## src/rtl/ctrl_pkg.sv

```systemverilog
// Shared constants for the multicycle accumulator controller.
// Covers opcodes, state encodings, datapath select encodings and default parameter values.
package ctrl_pkg;

    localparam int OPW_DEF          = 4;
    localparam int MEM_WAIT_MAX_DEF = 15;
    localparam int WDW_DEF          = 4;

    localparam logic [3:0] OP_ADD  = 4'h0;
    localparam logic [3:0] OP_SUB  = 4'h1;
    localparam logic [3:0] OP_AND  = 4'h2;
    localparam logic [3:0] OP_OR   = 4'h3;
    localparam logic [3:0] OP_LDA  = 4'h4;
    localparam logic [3:0] OP_STA  = 4'h5;
    localparam logic [3:0] OP_LDI  = 4'h6;
    localparam logic [3:0] OP_BEQ  = 4'h7;
    localparam logic [3:0] OP_BNE  = 4'h8;
    localparam logic [3:0] OP_JMP  = 4'h9;
    localparam logic [3:0] OP_HALT = 4'hF;

    typedef enum logic [3:0] {
        S_FETCH  = 4'd0,
        S_DECODE = 4'd1,
        S_ALU    = 4'd2,
        S_MEMRD  = 4'd3,
        S_MEMWB  = 4'd4,
        S_MEMWR  = 4'd5,
        S_LDI    = 4'd6,
        S_BR     = 4'd7,
        S_JMP    = 4'd8,
        S_HALT   = 4'd9
    } state_t;

    localparam logic [1:0] PC_INC = 2'b00;
    localparam logic [1:0] PC_BR  = 2'b01;
    localparam logic [1:0] PC_JMP = 2'b10;

    localparam logic [1:0] ACC_ALU = 2'b00;
    localparam logic [1:0] ACC_MEM = 2'b01;
    localparam logic [1:0] ACC_IMM = 2'b10;

    localparam logic [1:0] ALU_ADD = 2'b00;
    localparam logic [1:0] ALU_SUB = 2'b01;
    localparam logic [1:0] ALU_AND = 2'b10;
    localparam logic [1:0] ALU_OR  = 2'b11;

    function automatic logic is_illegal(input logic [3:0] op);
        return (op >= 4'hA) && (op <= 4'hE);
    endfunction

endpackage

```

## src/rtl/ctrl_watchdog.sv

```systemverilog
// Memory-wait watchdog: counts consecutive waiting cycles and flags expiry
// when the count has reached the limit while the wait is still pending.
module ctrl_watchdog
    import ctrl_pkg::*;
#(
    parameter int MEM_WAIT_MAX = MEM_WAIT_MAX_DEF,
    parameter int WDW          = WDW_DEF
) (
    input  logic CLK,
    input  logic reset,
    input  logic waiting,
    input  logic clear,
    output logic expired
);

    localparam logic [WDW-1:0] LIMIT = WDW'(MEM_WAIT_MAX);

    logic [WDW-1:0] count_reg;

    always_ff @(posedge CLK or negedge reset) begin
        if (!reset) begin
            count_reg <= '0;
        end else if (clear) begin
            count_reg <= '0;
        end else if (waiting && (count_reg != LIMIT)) begin
            count_reg <= count_reg + 1'b1;
        end
    end

    // A completing access drops waiting, so completion always beats expiry
    assign expired = waiting && (count_reg == LIMIT);

endmodule

```

## src/rtl/ctrl_fsm.sv

```systemverilog
// Multicycle control FSM: fetch/decode/execute sequencing for the 16-bit
// accumulator datapath, with a mem_ready handshake guarded by a watchdog.
module ctrl_fsm
    import ctrl_pkg::*;
#(
    parameter int OPW          = OPW_DEF,
    parameter int MEM_WAIT_MAX = MEM_WAIT_MAX_DEF,
    parameter int WDW          = WDW_DEF
) (
    input  logic           CLK,
    input  logic           reset,
    input  logic [OPW-1:0] opcode,
    input  logic           mem_ready,
    output logic           PCWrite,
    output logic [1:0]     PCSrc,
    output logic           Branch,
    output logic           bneOrbeq,
    output logic           IRWrite,
    output logic           MemRead,
    output logic           MemWrite,
    output logic           IorD,
    output logic           AccWrite,
    output logic [1:0]     AccSrc,
    output logic [1:0]     ALUOp,
    output logic           halted,
    output logic           illegal_op,
    output logic           mem_timeout,
    output logic [3:0]     state_dbg
);

    state_t     state_reg, state_next;
    logic       illegal_reg, timeout_reg;
    logic       waiting, clear, expired;
    logic [3:0] op;

    assign op = 4'(opcode);

    assign waiting = ((state_reg == S_FETCH) || (state_reg == S_MEMRD) ||
                      (state_reg == S_MEMWR)) && !mem_ready;
    assign clear   = (state_next != state_reg);

    ctrl_watchdog #(
        .MEM_WAIT_MAX(MEM_WAIT_MAX),
        .WDW         (WDW)
    ) u_watchdog (
        .CLK    (CLK),
        .reset  (reset),
        .waiting(waiting),
        .clear  (clear),
        .expired(expired)
    );

    always_ff @(posedge CLK or negedge reset) begin
        if (!reset) begin
            state_reg   <= S_FETCH;
            illegal_reg <= 1'b0;
            timeout_reg <= 1'b0;
        end else begin
            state_reg <= state_next;
            if ((state_reg == S_DECODE) && is_illegal(op)) begin
                illegal_reg <= 1'b1;
            end
            if (expired) begin
                timeout_reg <= 1'b1;
            end
        end
    end

    always_comb begin
        state_next = state_reg;
        PCWrite    = 1'b0;
        PCSrc      = PC_INC;
        Branch     = 1'b0;
        bneOrbeq   = 1'b0;
        IRWrite    = 1'b0;
        MemRead    = 1'b0;
        MemWrite   = 1'b0;
        IorD       = 1'b0;
        AccWrite   = 1'b0;
        AccSrc     = ACC_ALU;
        ALUOp      = ALU_ADD;
        halted     = 1'b0;

        case (state_reg)
            S_FETCH: begin
                MemRead = 1'b1;
                if (mem_ready) begin
                    IRWrite    = 1'b1;
                    PCWrite    = 1'b1;
                    state_next = S_DECODE;
                end
            end
            S_DECODE: begin
                case (op)
                    OP_ADD, OP_SUB, OP_AND, OP_OR: state_next = S_ALU;
                    OP_LDA:                        state_next = S_MEMRD;
                    OP_STA:                        state_next = S_MEMWR;
                    OP_LDI:                        state_next = S_LDI;
                    OP_BEQ, OP_BNE:                state_next = S_BR;
                    OP_JMP:                        state_next = S_JMP;
                    OP_HALT:                       state_next = S_HALT;
                    default:                       state_next = S_FETCH;
                endcase
            end
            S_ALU: begin
                AccWrite = 1'b1;
                case (op)
                    OP_SUB:  ALUOp = ALU_SUB;
                    OP_AND:  ALUOp = ALU_AND;
                    OP_OR:   ALUOp = ALU_OR;
                    default: ALUOp = ALU_ADD;
                endcase
                state_next = S_FETCH;
            end
            S_MEMRD: begin
                MemRead = 1'b1;
                IorD    = 1'b1;
                if (mem_ready) state_next = S_MEMWB;
            end
            S_MEMWB: begin
                AccWrite   = 1'b1;
                AccSrc     = ACC_MEM;
                state_next = S_FETCH;
            end
            S_MEMWR: begin
                MemWrite = 1'b1;
                IorD     = 1'b1;
                if (mem_ready) state_next = S_FETCH;
            end
            S_LDI: begin
                AccWrite   = 1'b1;
                AccSrc     = ACC_IMM;
                state_next = S_FETCH;
            end
            S_BR: begin
                Branch     = 1'b1;
                PCSrc      = PC_BR;
                bneOrbeq   = (op == OP_BEQ);
                state_next = S_FETCH;
            end
            S_JMP: begin
                PCWrite    = 1'b1;
                PCSrc      = PC_JMP;
                state_next = S_FETCH;
            end
            S_HALT: begin
                halted = 1'b1;
            end
            default: state_next = S_FETCH;
        endcase

        // Watchdog expiry: abandon the access quietly and park in HALT
        if (expired) begin
            state_next = S_HALT;
            PCWrite    = 1'b0;
            PCSrc      = PC_INC;
            IRWrite    = 1'b0;
            MemRead    = 1'b0;
            MemWrite   = 1'b0;
            IorD       = 1'b0;
        end
    end

    assign illegal_op  = illegal_reg;
    assign mem_timeout = timeout_reg;
    assign state_dbg   = state_reg;

endmodule

```

## config.mk

```make
export PLATFORM = sky130hd
export DESIGN_NAME = ctrl_fsm
export DESIGN_NICKNAME = d
export VERILOG_FILES = /design/src/rtl/ctrl_pkg.sv /design/src/rtl/ctrl_watchdog.sv /design/src/rtl/ctrl_fsm.sv
export SDC_FILE = /design/constraint.sdc
export NUM_CORES = 1
export LEC_CHECK = 0
export BUFFER_PORTS_ARGS = -buffer_cell sky130_fd_sc_hd__buf_2
export CORE_ASPECT_RATIO = 1.1
export CORE_MARGIN = 2
export CORE_UTILIZATION = 35
export DETAILED_ROUTE_END_ITERATION = 8
export GPL_ROUTABILITY_DRIVEN = 0
export PLACE_DENSITY = 0.62
export SYNTH_ARGS = -nofsm -noshare
export SYNTH_HDL_FRONTEND = slang
export SYNTH_SLANG_ARGS = --single-unit
```

## constraint.sdc

```tcl
create_clock -name CLK -period 3.7 [get_ports CLK]
set_input_delay 0.555 -clock CLK [delete_from_list [all_inputs] [get_ports CLK]]
set_output_delay 0.555 -clock CLK [all_outputs]
set_load 0.02 [all_outputs]
```

==> results of run 1 <==
==> cell type report <==
cell class,instances,share of cell area
Multi-Input combinational cell,97,0.5815
Sequential cell,10,0.2174
Timing Repair Buffer,27,0.1174
Tap cell,33,0.03587
Clock buffer,4,0.03152
Inverter,5,0.01630
==> synthesized netlist by cell type, types with 3 or more instances <==
cell and n:
or3_1 3, o21ai_0 3, nor2_1 12, nor3_1 7, buf_6 4, and3_1 3, dfrtp_1 10, a21oi_1 4
nor4_1 5, inv_1 5, nand2_1 5, a31oi_1 3, nand2b_1 7, xor2_1 4, nand3_1 7
==> placed cells by master (no fill, tap or decap), drive strengths merged, types with 5 or more instances in the layout <==
cell type  Yosys  routed
nand2          6       6
o21ai          7       7
nand3          7       7
nor2          12      12
buf            8      27
nand2b         7       7
dfrtp         10      10
nor3           7       7
inv            5       5
nor4           6       6
==> worst register-to-register path, stage by stage, from the launching register on <==
cell and delay [ns]:
dfrtp_1 0.68, nand2b_1 0.28, or3_1 0.40, o211ai_1 0.23, nand2_2 0.13, nor4_2 0.24
==> power breakdown <==
| group | total (W) | switching (W) | internal (W) | leakage [nW] |
|---|---|---|---|---|
| clock network | 0.000105 | 0.0000453 | 0.0000598 | 0.0210 |
| registers | 0.000214 | 0.0000846 | 0.000129 | 0.131 |
| logic | 0.000518 | 0.000311 | 0.000206 | 0.381 |
==> final timing paths <==
kind	to	slack, ns	cells after the start
max	IorD	1.25	6
min	illegal_op$_DFFE_PN0P_	0.14	1
max reg2reg	u_watchdog.count_reg[2]$_DFFE_PN0P_	1.64	5
min reg2reg	mem_timeout$_DFFE_PN0N_	0.47	1
max in group asynchronous	u_watchdog.count_reg[2]$_DFFE_PN0P_	3.35	1
min in group CLK	mem_timeout$_DFFE_PN0N_	0.47	1
==> metrics by stage <==
step / setup WS, ns / utilization / area [um2] / hold slack (ns) / total power (W)
after floorplan: 1.487 / - / 1020 / 0.2594 / 0.0006381
after global placement: 1.677 / 0.4014 / 1115 / 0.4297 / 0.0007234
after detailed placement: 1.581 / 0.4014 / 1115 / 0.4388 / 0.0007303
after CTS: 1.273 / 0.4144 / 1151 / 0.1344 / 0.0008380
after global routing: 1.093 / 0.4144 / 1151 / 0.1329 / 0.0009053
final: 1.251 / 0.4144 / 1151 / 0.1357 / 0.0008364
==> cells by family after synthesis <==
kind of cell / synth area share
buffers and inverters: 0.09815
AND/OR/NAND/NOR: 0.4086
XOR/XNOR: 0.03435
multiplexers: 0.009816
adder cells (fa/ha/maj): 0.01227
flip-flops: 0.2454
AO/OA/AOI/OAI: 0.1914
==> metal layers <==
metal | track usage | wire (um)
met1 | 0.2023 | 1143
met2 | 0.2534 | 1208
met3 | 0.02132 | 76
met4 | 0.06620 | 28
met5 | 0 | 0
==> impl_metrics.json, run 1 <==
{
  "drtPass1Iterations": 4,
  "grt_max_degree": 20,
  "first_global_vias": 873,
  "p_leak_nw": 0.5337,
  "core_mm2": 0.002778,
  "slew_viol_final": 0,
  "startpoint": "state_dbg[0]$_DFF_PN0_",
  "clock_sinks": 10,
  "synth.area.top_cells": "dfrtp_1 25%, buf_6 4.4%, nor2_1 4.4%, nand2b_1 4.3%, nand3_1 3.4%",
  "cp-end-kind": "primary output",
  "ios": 28,
  "clk_pin_slew_ns": 0.08,
  "syn-cell-area_mm2": 0.001020,
  "timing.setup.tns_ns": 0,
  "vdd_ir_drop_max_v": 0.0003632,
  "areaGrowthSynthToFinish_pct": 12.88,
  "synth-edff-count": 0,
  "grt.total_usage": 0.1528,
  "drtAntennaViolNets": 0,
  "synth_seq_area_share": 0.2454,
  "finalSetupViolCount": 0,
  "fillers": 278,
  "postCtsSetupRepairBufs": 0,
  "min_period_over_period": 0.6620,
  "hold_path.class": "input pin to async pin",
  "outcome": "finished, final reports clean",
  "p_per_area_mw_per_mm2": 726.6,
  "yosysWarnings": 0,
  "period_minus_slack_ns": 2.449,
  "seqCellArea_um2": 250.2,
  "synth_cells": 122,
  "antenna_found_initial": 0,
  "initial_core_util": 0.3671,
  "cp_slowest_cell": "dfrtp_1",
  "critical_path_class": "flop to primary output",
  "die_h_um": 60.61,
  "synth-async-reset-ratio": 1.000,
  "yosysTopAreaCell": "dfrtp_1",
  "fin_nets": 152,
  "cp_max_fo": 19,
  "grt_pass1_wl_um": 4064,
  "clkLatencyLatePin_ns": 0.28,
  "required_ns": 3.14,
  "crit_chain": "xor2_1 -> o21ai_2 -> nand2_1 -> nor2_1 -> nor3b_1 -> buf_2",
  "cp-start-kind": "flop",
  "critical_path_buf_inv_count": 1,
  "cts_tree": "done",
  "synth_nets": 130,
  "fmax_mhz": 408.3,
  "cp.arrival_ns": 1.89,
  "clock_path_buffers": 2,
  "numPortBuffers": 27,
  "clock_skew_ns": 0.008315,
  "antenna_cells": 0,
  "wl_um": 2457,
  "num_vias": 1006,
  "dpl.hpwl_um": 1889,
  "cpLargestDelayFamily": "flip-flops",
  "ys_seq_elements": 10,
  "synth-main-ff-cell": "dfrtp_1",
  "worstMarginPinSlew_ns": 0.5856,
  "layout-drive-gt1-share": 0.3147,
  "die_area_mm2": 0.003362,
  "num_rows": 20,
  "finalHoldViolCount": 0,
  "cts_root_buf": "clkbuf_4",
  "ys_types": 47,
  "cts_max_level": 1,
  "syn_avg_cell_area_um2": 8.358,
  "cap_violations": 0,
  "grt_overflow": 0,
  "drc": 0,
  "synth.top_cell.area_share": 0.2454,
  "drt_iter0_markers": 33,
  "multi_input_area_um2": 669.4,
  "cts.repair.resized": 0,
  "slowest_delay_ns": 0.71,
  "cts_buffers": 3,
  "avgViaCountPerCell": 5.716,
  "wl_per_cell_um": 13.96,
  "hold_buffers": 0,
  "r2r-start": "state_dbg[2]$_DFF_PN0_",
  "fin_cells": 176,
  "relSlewSlack": 0.6096,
  "dp_cells": 172,
  "rsz0062_at_grt": "false",
  "die_x_um": 55.47
}
(Power assumes the default switching activity.)
==> inputs of run 2 (changes only) <==
==> constraint.sdc (replaced) <==
create_clock -name CLK -period 2.4 [get_ports CLK]
set_input_delay 0.36 -clock CLK [delete_from_list [all_inputs] [get_ports CLK]]
set_output_delay 0.36 -clock CLK [all_outputs]
set_load 0.02 [all_outputs]
==> run 2 against run 1 <==
Count of clock-buffer cells in the layout stayed put; sequential power increased by 58%; flip-flop and latch count unchanged; via count decreased by 2.6%; core utilization increased by 0.72 points; non-clock buffer count increased by 2; worst hold slack better by 0.33 ns; clock skew decreased by 0.0030 ns; clock power increased by 47%; first-iteration DRC count down 36%; setup slack got worse by 1.1 ns; critical endpoint unchanged; largest cell class unchanged; highest routed layer unchanged.
==> impl_metrics.json, run 2 (synthesized netlist as in run 1, its figures left out) <==
{
  "outcome": "finished, final reports clean",
  "finalHoldViolCount": 0,
  "worstMarginPinSlew_ns": 0.5153,
  "grt_overflow": 0,
  "required_ns": 2.04,
  "gr-usage-met2": 0.2925,
  "drtAntennaViolNets": 0,
  "avgViaCountPerCell": 5.506,
  "cp_slowest_cell": "dfrtp_1",
  "setup_ws_ns": 0.1728,
  "num_vias": 980,
  "initial_core_util": 0.3671,
  "final_common_cell": "buf_2",
  "antenna_cells": 0,
  "clock_skew_ns": 0.005307,
  "postCtsSetupRepairBufs": 0,
  "place_area_mm2": 0.001122,
  "p_per_area_mw_per_mm2": 1110,
  "numPortBuffers": 27,
  "layout-drive-gt1-share": 0.3310,
  "core_mm2": 0.002778,
  "cp-end-kind": "primary output",
  "wl_um": 2566,
  "place_ws_ns": 0.3619,
  "grt_util_met3": 0.02132,
  "cts_buffers": 3,
  "antenna_found_initial": 0,
  "ios": 28,
  "cap_violations": 0,
  "cts_tree": "done",
  "fin_nets": 154,
  "clk_pin_slew_ns": 0.07,
  "final_cell_mix": "27 x buf_2, 12 x nor2_1, 8 x dfrtp_1",
  "finalSetupViolCount": 0,
  "final_util": 0.4216,
  "clock_sinks": 10,
  "slew_viol_final": 0,
  "die_h_um": 60.61,
  "busiest_layer": "met2",
  "cts_max_level": 1,
  "multi_input_area_um2": 669.4,
  "wl_per_cell_um": 14.42,
  "cp_max_fo": 15,
  "drt_iter0_markers": 21,
  "crit_chain": "xor2_1 -> o21ai_2 -> nand2_1 -> nor2_1 -> nor3b_1 -> buf_2",
  "cp.arrival_ns": 1.87,
  "grt_pass1_wl_um": 4360,
  "met1_usage": 0.1997,
  "num_rows": 20,
  "vdd_ir_drop_max_v": 0.0004265,
  "cp-start-kind": "flop",
  "first_global_vias": 902,
  "hold_path.class": "flop to flop",
  "grt.total_usage": 0.1610,
  "dpl.hpwl_um": 1971,
  "min_period_over_period": 0.9280,
  "drtPass1Iterations": 4,
  "clock_path_buffers": 2,
  "critical_path_class": "flop to primary output",
  "p_leak_nw": 0.5395,
  "slowest_delay_ns": 0.67,
  "die_x_um": 55.47,
  "seqCellArea_um2": 252.7,
  "period_minus_slack_ns": 2.227,
  "critical_path_buf_inv_count": 1,
  "drc": 0,
  "postLayoutCellArea_mm2": 0.001171,
  "grt_max_degree": 20,
  "cpLargestDelayFamily": "flip-flops",
  "areaGrowthSynthToFinish_pct": 14.85,
  "clkLatencyLatePin_ns": 0.26,
  "timing.setup.tns_ns": 0,
  "fillers": 283,
  "relSlewSlack": 0.6564,
  "fmax_mhz": 449.0,
  "rsz0062_at_grt": "false",
  "die_area_mm2": 0.003362,
  "cts_root_buf": "clkbuf_4"
}
run 2: per-layer routing:
| metal | wire length (um) | vias to the layer above |
|---|---|---|
| met5 | 0 | - |
| met4 | 23 | 0 |
| met3 | 32 | 2 |
| met2 | 1341 | 10 |
| met1 | 1169 | 474 |
| li1 | - | 494 |
run 2: cell type report:
class,count,area share
Timing Repair Buffer,29,0.1303
Multi-Input combinational cell,97,0.5716
Tap cell,33,0.03526
Sequential cell,10,0.2158
Inverter,5,0.01603
Clock buffer,4,0.03098
run 2: worst paths after layout:
kind	from	endpoint	slack, ns	cells after the start
worst min register to register	mem_timeout$_DFFE_PN0N_	mem_timeout$_DFFE_PN0N_	0.47	1
min in group asynchronous	reset	u_watchdog.count_reg[3]$_DFFE_PN0P_	0.49	2
worst min-delay path	mem_timeout$_DFFE_PN0N_	mem_timeout$_DFFE_PN0N_	0.47	1
worst max-delay path	state_dbg[2]$_DFF_PN0_	IorD	0.17	6
worst max register to register	state_dbg[2]$_DFF_PN0_	u_watchdog.count_reg[2]$_DFFE_PN0P_	0.43	5
max in group asynchronous	reset	state_dbg[0]$_DFF_PN0_	1.69	2
run 2: through the flow:
step	power (W)	hold slack (ns)	instances
2_1_floorplan	0.0009837	0.06441	122
3_3_place_gp	0.001129	0.2363	173
3_5_place_dp	0.001142	0.2376	173
4_1_cts	0.001301	0.4717	178
5_1_grt	0.001406	0.4865	178
6_report	0.001300	0.4684	178
run 2: repair_timing:
item / 4_1_cts / 5_1_grt
endpoints found under the setup margin: 0 / 2
gates resized for setup: 0 / 2
endpoints found under the hold margin: 10 / 0
hold buffers: 1 / 0
run 2: where the power goes:
part           internal [W]  switching (W)
combinational      0.000328       0.000480
clock             0.0000920      0.0000620
sequential         0.000203       0.000135
total              0.000623       0.000677
